==> config.mk <==
export PLATFORM = sky130hd
export DESIGN_NAME = operand_stack
export DESIGN_NICKNAME = d
export VERILOG_FILES = /design/src/rtl/operand_stack_pkg.sv /design/src/rtl/operand_stack_ram.sv /design/src/rtl/operand_stack.sv
export SDC_FILE = /design/constraint.sdc
export NUM_CORES = 1
export LEC_CHECK = 0
export BUFFER_PORTS_ARGS = -buffer_cell sky130_fd_sc_hd__buf_2
export CORE_ASPECT_RATIO = 0.8
export CORE_UTILIZATION = 55
export DETAILED_ROUTE_END_ITERATION = 16
export PLACE_DENSITY = 0.87
export SLEW_MARGIN = 20
export SYNTH_ARGS = -nofsm -noshare
export SYNTH_HDL_FRONTEND = slang
export SYNTH_SLANG_ARGS = --single-unit
==> constraint.sdc <==
create_clock -name clk -period 6.3 [get_ports clk]
set_clock_uncertainty 0.1 [all_clocks]
set_input_delay 0.945 -clock clk [delete_from_list [all_inputs] [get_ports clk]]
set_output_delay 0.945 -clock clk [all_outputs]
set_load 0.1 [all_outputs]
==> src/rtl/operand_stack_pkg.sv <==
// Shared definitions for the wasm CPU operand stack.
// Holds the value type tags, the stack operation codes and the trap codes.
// The trap codes use the same encoding as the CPU trap port.
package operand_stack_pkg;

    // Value type tags
    localparam logic [1:0] TYPE_I32 = 2'd0;
    localparam logic [1:0] TYPE_I64 = 2'd1;
    localparam logic [1:0] TYPE_F32 = 2'd2;
    localparam logic [1:0] TYPE_F64 = 2'd3;

    // Stack operation codes; 6 and 7 decode as NOP
    localparam logic [2:0] OP_NOP    = 3'd0;
    localparam logic [2:0] OP_PUSH   = 3'd1;
    localparam logic [2:0] OP_DROP   = 3'd2;
    localparam logic [2:0] OP_UNARY  = 3'd3;
    localparam logic [2:0] OP_BINARY = 3'd4;
    localparam logic [2:0] OP_CLEAR  = 3'd5;

    // Trap codes, shared with the CPU trap output
    localparam logic [3:0] TRAP_NONE            = 4'd0;
    localparam logic [3:0] TRAP_STACK_OVERFLOW  = 4'd1;
    localparam logic [3:0] TRAP_STACK_UNDERFLOW = 4'd2;
    localparam logic [3:0] TRAP_TYPE_MISMATCH   = 4'd3;

endpackage

==> src/rtl/operand_stack_ram.sv <==
// Storage array for the operand stack.
// One synchronous write port and one asynchronous read port.
// Ports:
//   clk     - system clock, rising edge
//   wr_en   - write strobe
//   wr_addr - write address
//   wr_data - tagged word written ({type, value})
//   rd_addr - asynchronous read address
//   rd_data - tagged word at rd_addr
// The contents are not reset; the control logic never exposes an
// entry that has not been written since the last reset or clear.
module operand_stack_ram #(
    parameter int WIDTH = 66,
    parameter int ADDR  = 4
) (
    input  logic             clk,
    input  logic             wr_en,
    input  logic [ADDR-1:0]  wr_addr,
    input  logic [WIDTH-1:0] wr_data,
    input  logic [ADDR-1:0]  rd_addr,
    output logic [WIDTH-1:0] rd_data
);

    logic [WIDTH-1:0] mem_r [2**ADDR];

    // Write port
    always_ff @(posedge clk) begin
        if (wr_en) begin
            mem_r[wr_addr] <= wr_data;
        end
    end

    assign rd_data = mem_r[rd_addr];

endmodule

==> src/rtl/operand_stack.sv <==
// Typed operand stack for the wasm CPU core.
// Applies one operation per cycle (push, drop, unary replace, binary
// collapse, clear) and exposes the two top entries to the ALU.
// Ports:
//   clk         - system clock, rising edge
//   reset       - asynchronous active-low reset
//   op          - operation code (see operand_stack_pkg)
//   data        - value written by PUSH/UNARY/BINARY
//   data_type   - type tag written with data
//   check_type  - operand type required by UNARY/BINARY
//   top/top_type       - entry count-1 (0 when empty)
//   second/second_type - entry count-2 (0 when count<2)
//   count       - number of valid entries
//   empty/full  - count==0 / count==depth
//   trap        - sticky trap code, 0 = none
// top and second are kept in registers; the RAM is only read for the
// entry that becomes "second" after a DROP or BINARY (entry count-3).
module operand_stack
    import operand_stack_pkg::*;
#(
    parameter int DATA_WIDTH = 64,
    parameter int STACK_ADDR = 4
) (
    input  logic                  clk,
    input  logic                  reset,
    input  logic [2:0]            op,
    input  logic [DATA_WIDTH-1:0] data,
    input  logic [1:0]            data_type,
    input  logic [1:0]            check_type,
    output logic [DATA_WIDTH-1:0] top,
    output logic [1:0]            top_type,
    output logic [DATA_WIDTH-1:0] second,
    output logic [1:0]            second_type,
    output logic [STACK_ADDR:0]   count,
    output logic                  empty,
    output logic                  full,
    output logic [3:0]            trap
);

    localparam logic [STACK_ADDR:0] DEPTH_C = {1'b1, {STACK_ADDR{1'b0}}};
    localparam logic [STACK_ADDR:0] ONE_C   = {{STACK_ADDR{1'b0}}, 1'b1};
    localparam logic [STACK_ADDR:0] TWO_C   = ONE_C + ONE_C;
    localparam logic [STACK_ADDR:0] THREE_C = TWO_C + ONE_C;

    logic [STACK_ADDR:0]   count_r, count_nxt_s;
    logic [3:0]            trap_r, trap_nxt_s;
    logic [DATA_WIDTH-1:0] top_r, top_nxt_s, second_r, second_nxt_s;
    logic [1:0]            top_type_r, top_type_nxt_s;
    logic [1:0]            second_type_r, second_type_nxt_s;
    logic                  empty_r, full_r;

    logic                  wr_en_s;
    logic [STACK_ADDR:0]   wr_ptr_s;
    logic [STACK_ADDR:0]   cnt_m1_s, cnt_m2_s, cnt_m3_s;
    logic [DATA_WIDTH+1:0] rd_data_s;

    assign cnt_m1_s = count_r - ONE_C;
    assign cnt_m2_s = count_r - TWO_C;
    assign cnt_m3_s = count_r - THREE_C;

    operand_stack_ram #(
        .WIDTH (DATA_WIDTH + 2),
        .ADDR  (STACK_ADDR)
    ) u_ram (
        .clk     (clk),
        .wr_en   (wr_en_s),
        .wr_addr (wr_ptr_s[STACK_ADDR-1:0]),
        .wr_data ({data_type, data}),
        .rd_addr (cnt_m3_s[STACK_ADDR-1:0]),
        .rd_data (rd_data_s)
    );

    // Next-state decode: storage write, count, trap and new top/second
    always_comb begin
        count_nxt_s       = count_r;
        trap_nxt_s        = trap_r;
        top_nxt_s         = top_r;
        top_type_nxt_s    = top_type_r;
        second_nxt_s      = second_r;
        second_type_nxt_s = second_type_r;
        wr_en_s           = 1'b0;
        wr_ptr_s          = count_r;

        if (op == OP_CLEAR) begin
            count_nxt_s = '0;
            trap_nxt_s  = TRAP_NONE;
        end else if (trap_r != TRAP_NONE) begin
            // Sticky trap: everything holds until CLEAR
            count_nxt_s = count_r;
        end else begin
            case (op)
                OP_PUSH: begin
                    if (count_r == DEPTH_C) begin
                        trap_nxt_s = TRAP_STACK_OVERFLOW;
                    end else begin
                        wr_en_s           = 1'b1;
                        wr_ptr_s          = count_r;
                        count_nxt_s       = count_r + ONE_C;
                        top_nxt_s         = data;
                        top_type_nxt_s    = data_type;
                        second_nxt_s      = top_r;
                        second_type_nxt_s = top_type_r;
                    end
                end
                OP_DROP: begin
                    if (count_r == '0) begin
                        trap_nxt_s = TRAP_STACK_UNDERFLOW;
                    end else begin
                        count_nxt_s                       = cnt_m1_s;
                        top_nxt_s                         = second_r;
                        top_type_nxt_s                    = second_type_r;
                        {second_type_nxt_s, second_nxt_s} = rd_data_s;
                    end
                end
                OP_UNARY: begin
                    if (count_r == '0) begin
                        trap_nxt_s = TRAP_STACK_UNDERFLOW;
                    end else if (top_type_r != check_type) begin
                        trap_nxt_s = TRAP_TYPE_MISMATCH;
                    end else begin
                        wr_en_s        = 1'b1;
                        wr_ptr_s       = cnt_m1_s;
                        top_nxt_s      = data;
                        top_type_nxt_s = data_type;
                    end
                end
                OP_BINARY: begin
                    // Underflow is checked first so it wins over a mismatch
                    if (count_r < TWO_C) begin
                        trap_nxt_s = TRAP_STACK_UNDERFLOW;
                    end else if ((top_type_r != check_type) ||
                                 (second_type_r != check_type)) begin
                        trap_nxt_s = TRAP_TYPE_MISMATCH;
                    end else begin
                        wr_en_s                           = 1'b1;
                        wr_ptr_s                          = cnt_m2_s;
                        count_nxt_s                       = cnt_m1_s;
                        top_nxt_s                         = data;
                        top_type_nxt_s                    = data_type;
                        {second_type_nxt_s, second_nxt_s} = rd_data_s;
                    end
                end
                default: begin
                    count_nxt_s = count_r;
                end
            endcase
        end

        // Entries at or above the new count read as zero
        if (count_nxt_s == '0) begin
            top_nxt_s      = '0;
            top_type_nxt_s = 2'd0;
        end else begin
            top_type_nxt_s = top_type_nxt_s;
        end
        if (count_nxt_s < TWO_C) begin
            second_nxt_s      = '0;
            second_type_nxt_s = 2'd0;
        end else begin
            second_type_nxt_s = second_type_nxt_s;
        end
    end

    // Registered state and outputs
    always_ff @(posedge clk or negedge reset) begin
        if (!reset) begin
            count_r       <= '0;
            trap_r        <= TRAP_NONE;
            top_r         <= '0;
            top_type_r    <= 2'd0;
            second_r      <= '0;
            second_type_r <= 2'd0;
            empty_r       <= 1'b1;
            full_r        <= 1'b0;
        end else begin
            count_r       <= count_nxt_s;
            trap_r        <= trap_nxt_s;
            top_r         <= top_nxt_s;
            top_type_r    <= top_type_nxt_s;
            second_r      <= second_nxt_s;
            second_type_r <= second_type_nxt_s;
            empty_r       <= (count_nxt_s == '0);
            full_r        <= (count_nxt_s == DEPTH_C);
        end
    end

    assign count       = count_r;
    assign trap        = trap_r;
    assign top         = top_r;
    assign top_type    = top_type_r;
    assign second      = second_r;
    assign second_type = second_type_r;
    assign empty       = empty_r;
    assign full        = full_r;

endmodule

==> reports/qor.log <==
qor: cells_and_area.layout.core_utilization 62.9%
qor: critical_path.critPathArrivalTime 5.14 ns
qor: grt.gr-usage-all-layers 31.5%
qor: timing.report.final.hold_viol_count 0
qor: floorplanning.core_region_area 85900 sq um
qor: grt.antenna_found_initial 7
qor: flow_run.cap_violations 0
qor: cells_and_area.ratio_of_cells_with_drive_above_1_in_the_final_layout 33.9%
qor: route.drt-pass1-iter-count 6
qor: clock_tree.cts.clk_slew.worst_paths 0.07 ns
qor: clock_tree.clock_sink_count 1197
qor: clock_tree.post_cts_resize_count 0
qor: power_and_ir_drop.comb_power_share 31.5%
qor: route.drtIter0Drc 4609
qor: placement.place.gp.congestion 0.843
qor: synthesis.syn_area 47800 sq um
qor: synthesis.ys_seq_elements 1197
qor: synthesis.dominantRegCellSynth sky130_fd_sc_hd__edfxtp_1
qor: timing.max_slew_margin 24.4%
qor: synthesis.synth_top_cell_area_share 66.3%
qor: floorplanning.die_y 266 microns
qor: cells_and_area.area.growth.synth_to_final 13.1%
qor: clock_tree.cts-buffers-inserted 108
qor: power_and_ir_drop.power.ir.vdd_worst 537 uV
qor: synthesis.synth-edff-count 1056
qor: timing.rsz0062_at_grt false
qor: grt.groute.layer.met3.usage 7.40%
qor: synthesis.seq_total_area_yosys 73.7%
qor: placement.post_place_instance_area 50400 sq um
qor: route.vias_per_cell 7.45
qor: grt.grt_use_met1 41.7%
qor: clock_tree.holdBufCountCts 0
qor: grt.met2_track_utilization_from_global_routing 49.5%
qor: grt.grt_first_pass_wirelength 199 mm
qor: power_and_ir_drop.seq_power_share 38.9%
qor: cells_and_area.final_design_area_no_fill 54100 sq um
qor: power_and_ir_drop.p_clk_share 29.5%
qor: critical_path.critical_path.max_fanout 49
qor: route.drtAntennaViolNets 0
qor: critical_path.worstSetupEndpointType register
qor: clock_tree.clock_tree.root_cell sky130_fd_sc_hd__clkbuf_16
qor: critical_path.crit_path_frequent_cell sky130_fd_sc_hd__inv_1
qor: floorplanning.initial_core_util 55.7%
qor: run_status.run_status completed
qor: critical_path.critical_path.max_stage_delay 0.87 ns
qor: grt.busiest_layer_in_global_routing met2
qor: grt.grt-ovfl-total 0
qor: power_and_ir_drop.netSwitchingPower 7.76 mW
qor: min_path.min-delay-path-class primary input to async pin
qor: timing.finalCriticalPeriod 4.93 ns
qor: floorplanning.design.die.area 88100 sq um
qor: power_and_ir_drop.total_power 23.1 mW
qor: route.route.vias.total 27499
qor: power_and_ir_drop.switching_share 33.6%
qor: route.routed_wl 139 mm
qor: timing.maxClockFrequency 203 MHz
qor: timing.report.final.setup_viol 0
qor: clock_tree.cts_max_path_buffers 3
qor: clock_tree.cts.htree.levels 3
qor: clock_tree.post_cts.repair.setup_buffers 0
qor: power_and_ir_drop.cellLeakagePower 17.6 nW
qor: critical_path.crit_chain inv_1 -> ha_1 -> a21boi_0 -> inv_1 -> or4_1 -> o211ai_1 -> nand3_1 -> nor2_4 -> buf_12
qor: power_and_ir_drop.internal-power 15.3 mW
qor: timing.timing_max_transition_violations_final 0
qor: clock_tree.tritoncts done
qor: grt.maximum_number_of_pins_on_one_net_before_global_route_repair 136
qor: power_and_ir_drop.cell_pwr_density 427 nW/um^2
qor: timing.tightestPinTransition 1.13 ns
qor: timing.fin_crit_sh 78.2%
qor: placement.final_hpwl_dp 67.0 mm
qor: floorplanning.row_count 96
qor: floorplanning.chipWidth 332 microns
qor: cells_and_area.fin_nets 2541
qor: synthesis.asyncSetResetFlopFracSynth 11.8%
qor: synthesis.synth_area_leaders sky130_fd_sc_hd__edfxtp_1 66%, sky130_fd_sc_hd__mux4_2 16%, sky130_fd_sc_hd__dfrtp_1 7.3%, sky130_fd_sc_hd__mux2i_1 2.8%, sky130_fd_sc_hd__mux2_2 1.6%
qor: synthesis.gate_count_of_the_mapped_netlist 2250
qor: placement.numPortBuffers 213
qor: critical_path.critical-path-slowest-cell sky130_fd_sc_hd__nor2_4
qor: route.remaining_drc_errors 0
qor: clock_tree.worst_skew_pair.late_latency 0.68 ns
qor: synthesis.post_synth.cell_area_avg 21.3 sq um
qor: synthesis.yosysWarnings 0
qor: critical_path.setup.worst_path.class register to register
qor: route.avgRoutedWirePerCell 37.6 microns
qor: critical_path.critical_path_required 6.51 ns
qor: synthesis.post-synth-top-area-cell sky130_fd_sc_hd__edfxtp_1
qor: floorplanning.count_of_boundary_i_o_pins 216
qor: critical_path.start_kind register
qor: synthesis.ys_types 62
qor: grt.first_global_vias 27903
## metal layers
metal,share of wire (%),up-vias,wire length (microns)
met1,34,13913,46600
met4,5.5,6,7590
li1,-,9941,-
met2,48,2982,66000
met3,13,657,18600
met5,0.030,-,41
## worst max-delay path, delay by kind of cell, from the launching register on
family	cells	cell delay [ns]
AOI/OAI and AO/OA	2	0.86
adders and majority gates	1	0.22
buffers and inverters	3	0.71
DFF	1	0.71
and+or+nand+nor	3	1.85
## cell type report
| type | instances | area [sq um] |
|---|---|---|
| Multi-Input combinational cell | 888 | 12100 |
| Fill cell | 5087 | 31800 |
| Antenna cell | 10 | 25.0 |
| Clock buffer | 138 | 2910 |
| Tap cell | 1127 | 1410 |
| Clock inverter | 66 | 704 |
| Sequential cell | 1197 | 35200 |
| Inverter | 8 | 30.0 |
| Timing Repair Buffer | 258 | 1650 |
## worst paths after layout
kind | from | endpoint | slack (ns) | cells past startpoint
min in group clk | trap[1] | trap[1] | 0.49 | 1
worst max register to register | count[2] | u_ram.mem_r[12][43] | 1.37 | 9
worst min register to register | trap[1] | trap[1] | 0.49 | 1
worst min-delay path | reset | second[5] | 0.05 | 1
max in group asynchronous | reset | second[14] | 4.82 | 2
worst max-delay path | count[2] | u_ram.mem_r[12][43] | 1.37 | 9
## cell usage after synthesis (all sizes together) (2+ instances only)
| cell | n |
|---|---|
| a211oi | 2 |
| a21o | 2 |
| a21oi | 5 |
| a221oi | 69 |
| a22o | 2 |
| a22oi | 4 |
| a311oi | 2 |
| a31oi | 67 |
| and3 | 3 |
| buf | 63 |
| clkbuf | 95 |
| dfrtp | 140 |
| edfxtp | 1056 |
| ha | 7 |
| inv | 8 |
| mux2 | 68 |
| mux2i | 134 |
| mux4 | 330 |
| nand2 | 8 |
| nand2b | 5 |
| nand3 | 6 |
| nand3b | 4 |
| nand4 | 2 |
| nor2 | 88 |
| nor2b | 2 |
| nor3 | 6 |
| nor3b | 6 |
| o211ai | 5 |
| o21a | 3 |
| o21ai | 11 |
| o221ai | 2 |
| o32ai | 4 |
| o41ai | 2 |
| or2 | 3 |
| or3 | 3 |
| or3b | 5 |
| xnor2 | 6 |
| xor2 | 4 |
## power by group through the flow
stage	Sequential, mW	Clock [mW]	Combinational (mW)
after floorplan	9.94	0	4.33
after global placement	9.11	0	6.74
after detailed placement	9.12	0	6.99
after CTS	8.97	6.82	7.18
after global routing	8.98	7.09	7.47
final	8.98	6.81	7.27
## registers in the layout (all words and copies together) (netlist names)
signal and cells:
count 5, empty 1, full 1, second 64, second_type 2, top 64, top_type 2, trap 2
u_ram.mem_r 1056
## layout by cell type, fill, tap and decap left out, types with 9 or more instances in the layout
cell                           n
sky130_fd_sc_hd__diode_2      10
sky130_fd_sc_hd__a221oi_1     68
sky130_fd_sc_hd__bufinv_16    11
sky130_fd_sc_hd__buf_12       16
sky130_fd_sc_hd__mux2_2       68
sky130_fd_sc_hd__clkinv_2     23
sky130_fd_sc_hd__o21ai_0       9
sky130_fd_sc_hd__buf_2       212
sky130_fd_sc_hd__mux4_2      330
sky130_fd_sc_hd__clkbuf_1     21
sky130_fd_sc_hd__clkbuf_8      9
sky130_fd_sc_hd__clkbuf_16   108
sky130_fd_sc_hd__a31oi_1      67
sky130_fd_sc_hd__mux2i_1     134
sky130_fd_sc_hd__edfxtp_1   1056
sky130_fd_sc_hd__nor2_1       71
sky130_fd_sc_hd__dfrtp_1     139
sky130_fd_sc_hd__buf_4        22
sky130_fd_sc_hd__nor2_4       17
sky130_fd_sc_hd__clkinv_1     13
## per-stage QoR
step,setup TNS [ns],hold WS [ns],setup slack (ns),instances
floorplan,-594.71,0.549,-0.889,2251
global placement,0,0.462,1.62,3476
detailed placement,0,0.478,1.50,3477
CTS,0,0.0244,1.48,3681
global route,0,0.0507,1.13,3685
finish,0,0.0479,1.37,3692
## logic make-up after synthesis
| family | Yosys count | synth area share [%] |
|---|---|---|
| other cells | 1 | 0.00784 |
| mux | 532 | 20.0 |
| fa+ha+maj | 7 | 0.183 |
| flops | 1197 | 73.7 |
| xor+xnor | 10 | 0.183 |
| compound gates | 188 | 2.95 |
| simple gates | 149 | 1.56 |
| buf+inv | 166 | 1.45 |
Power figures use the tool's default switching activity.
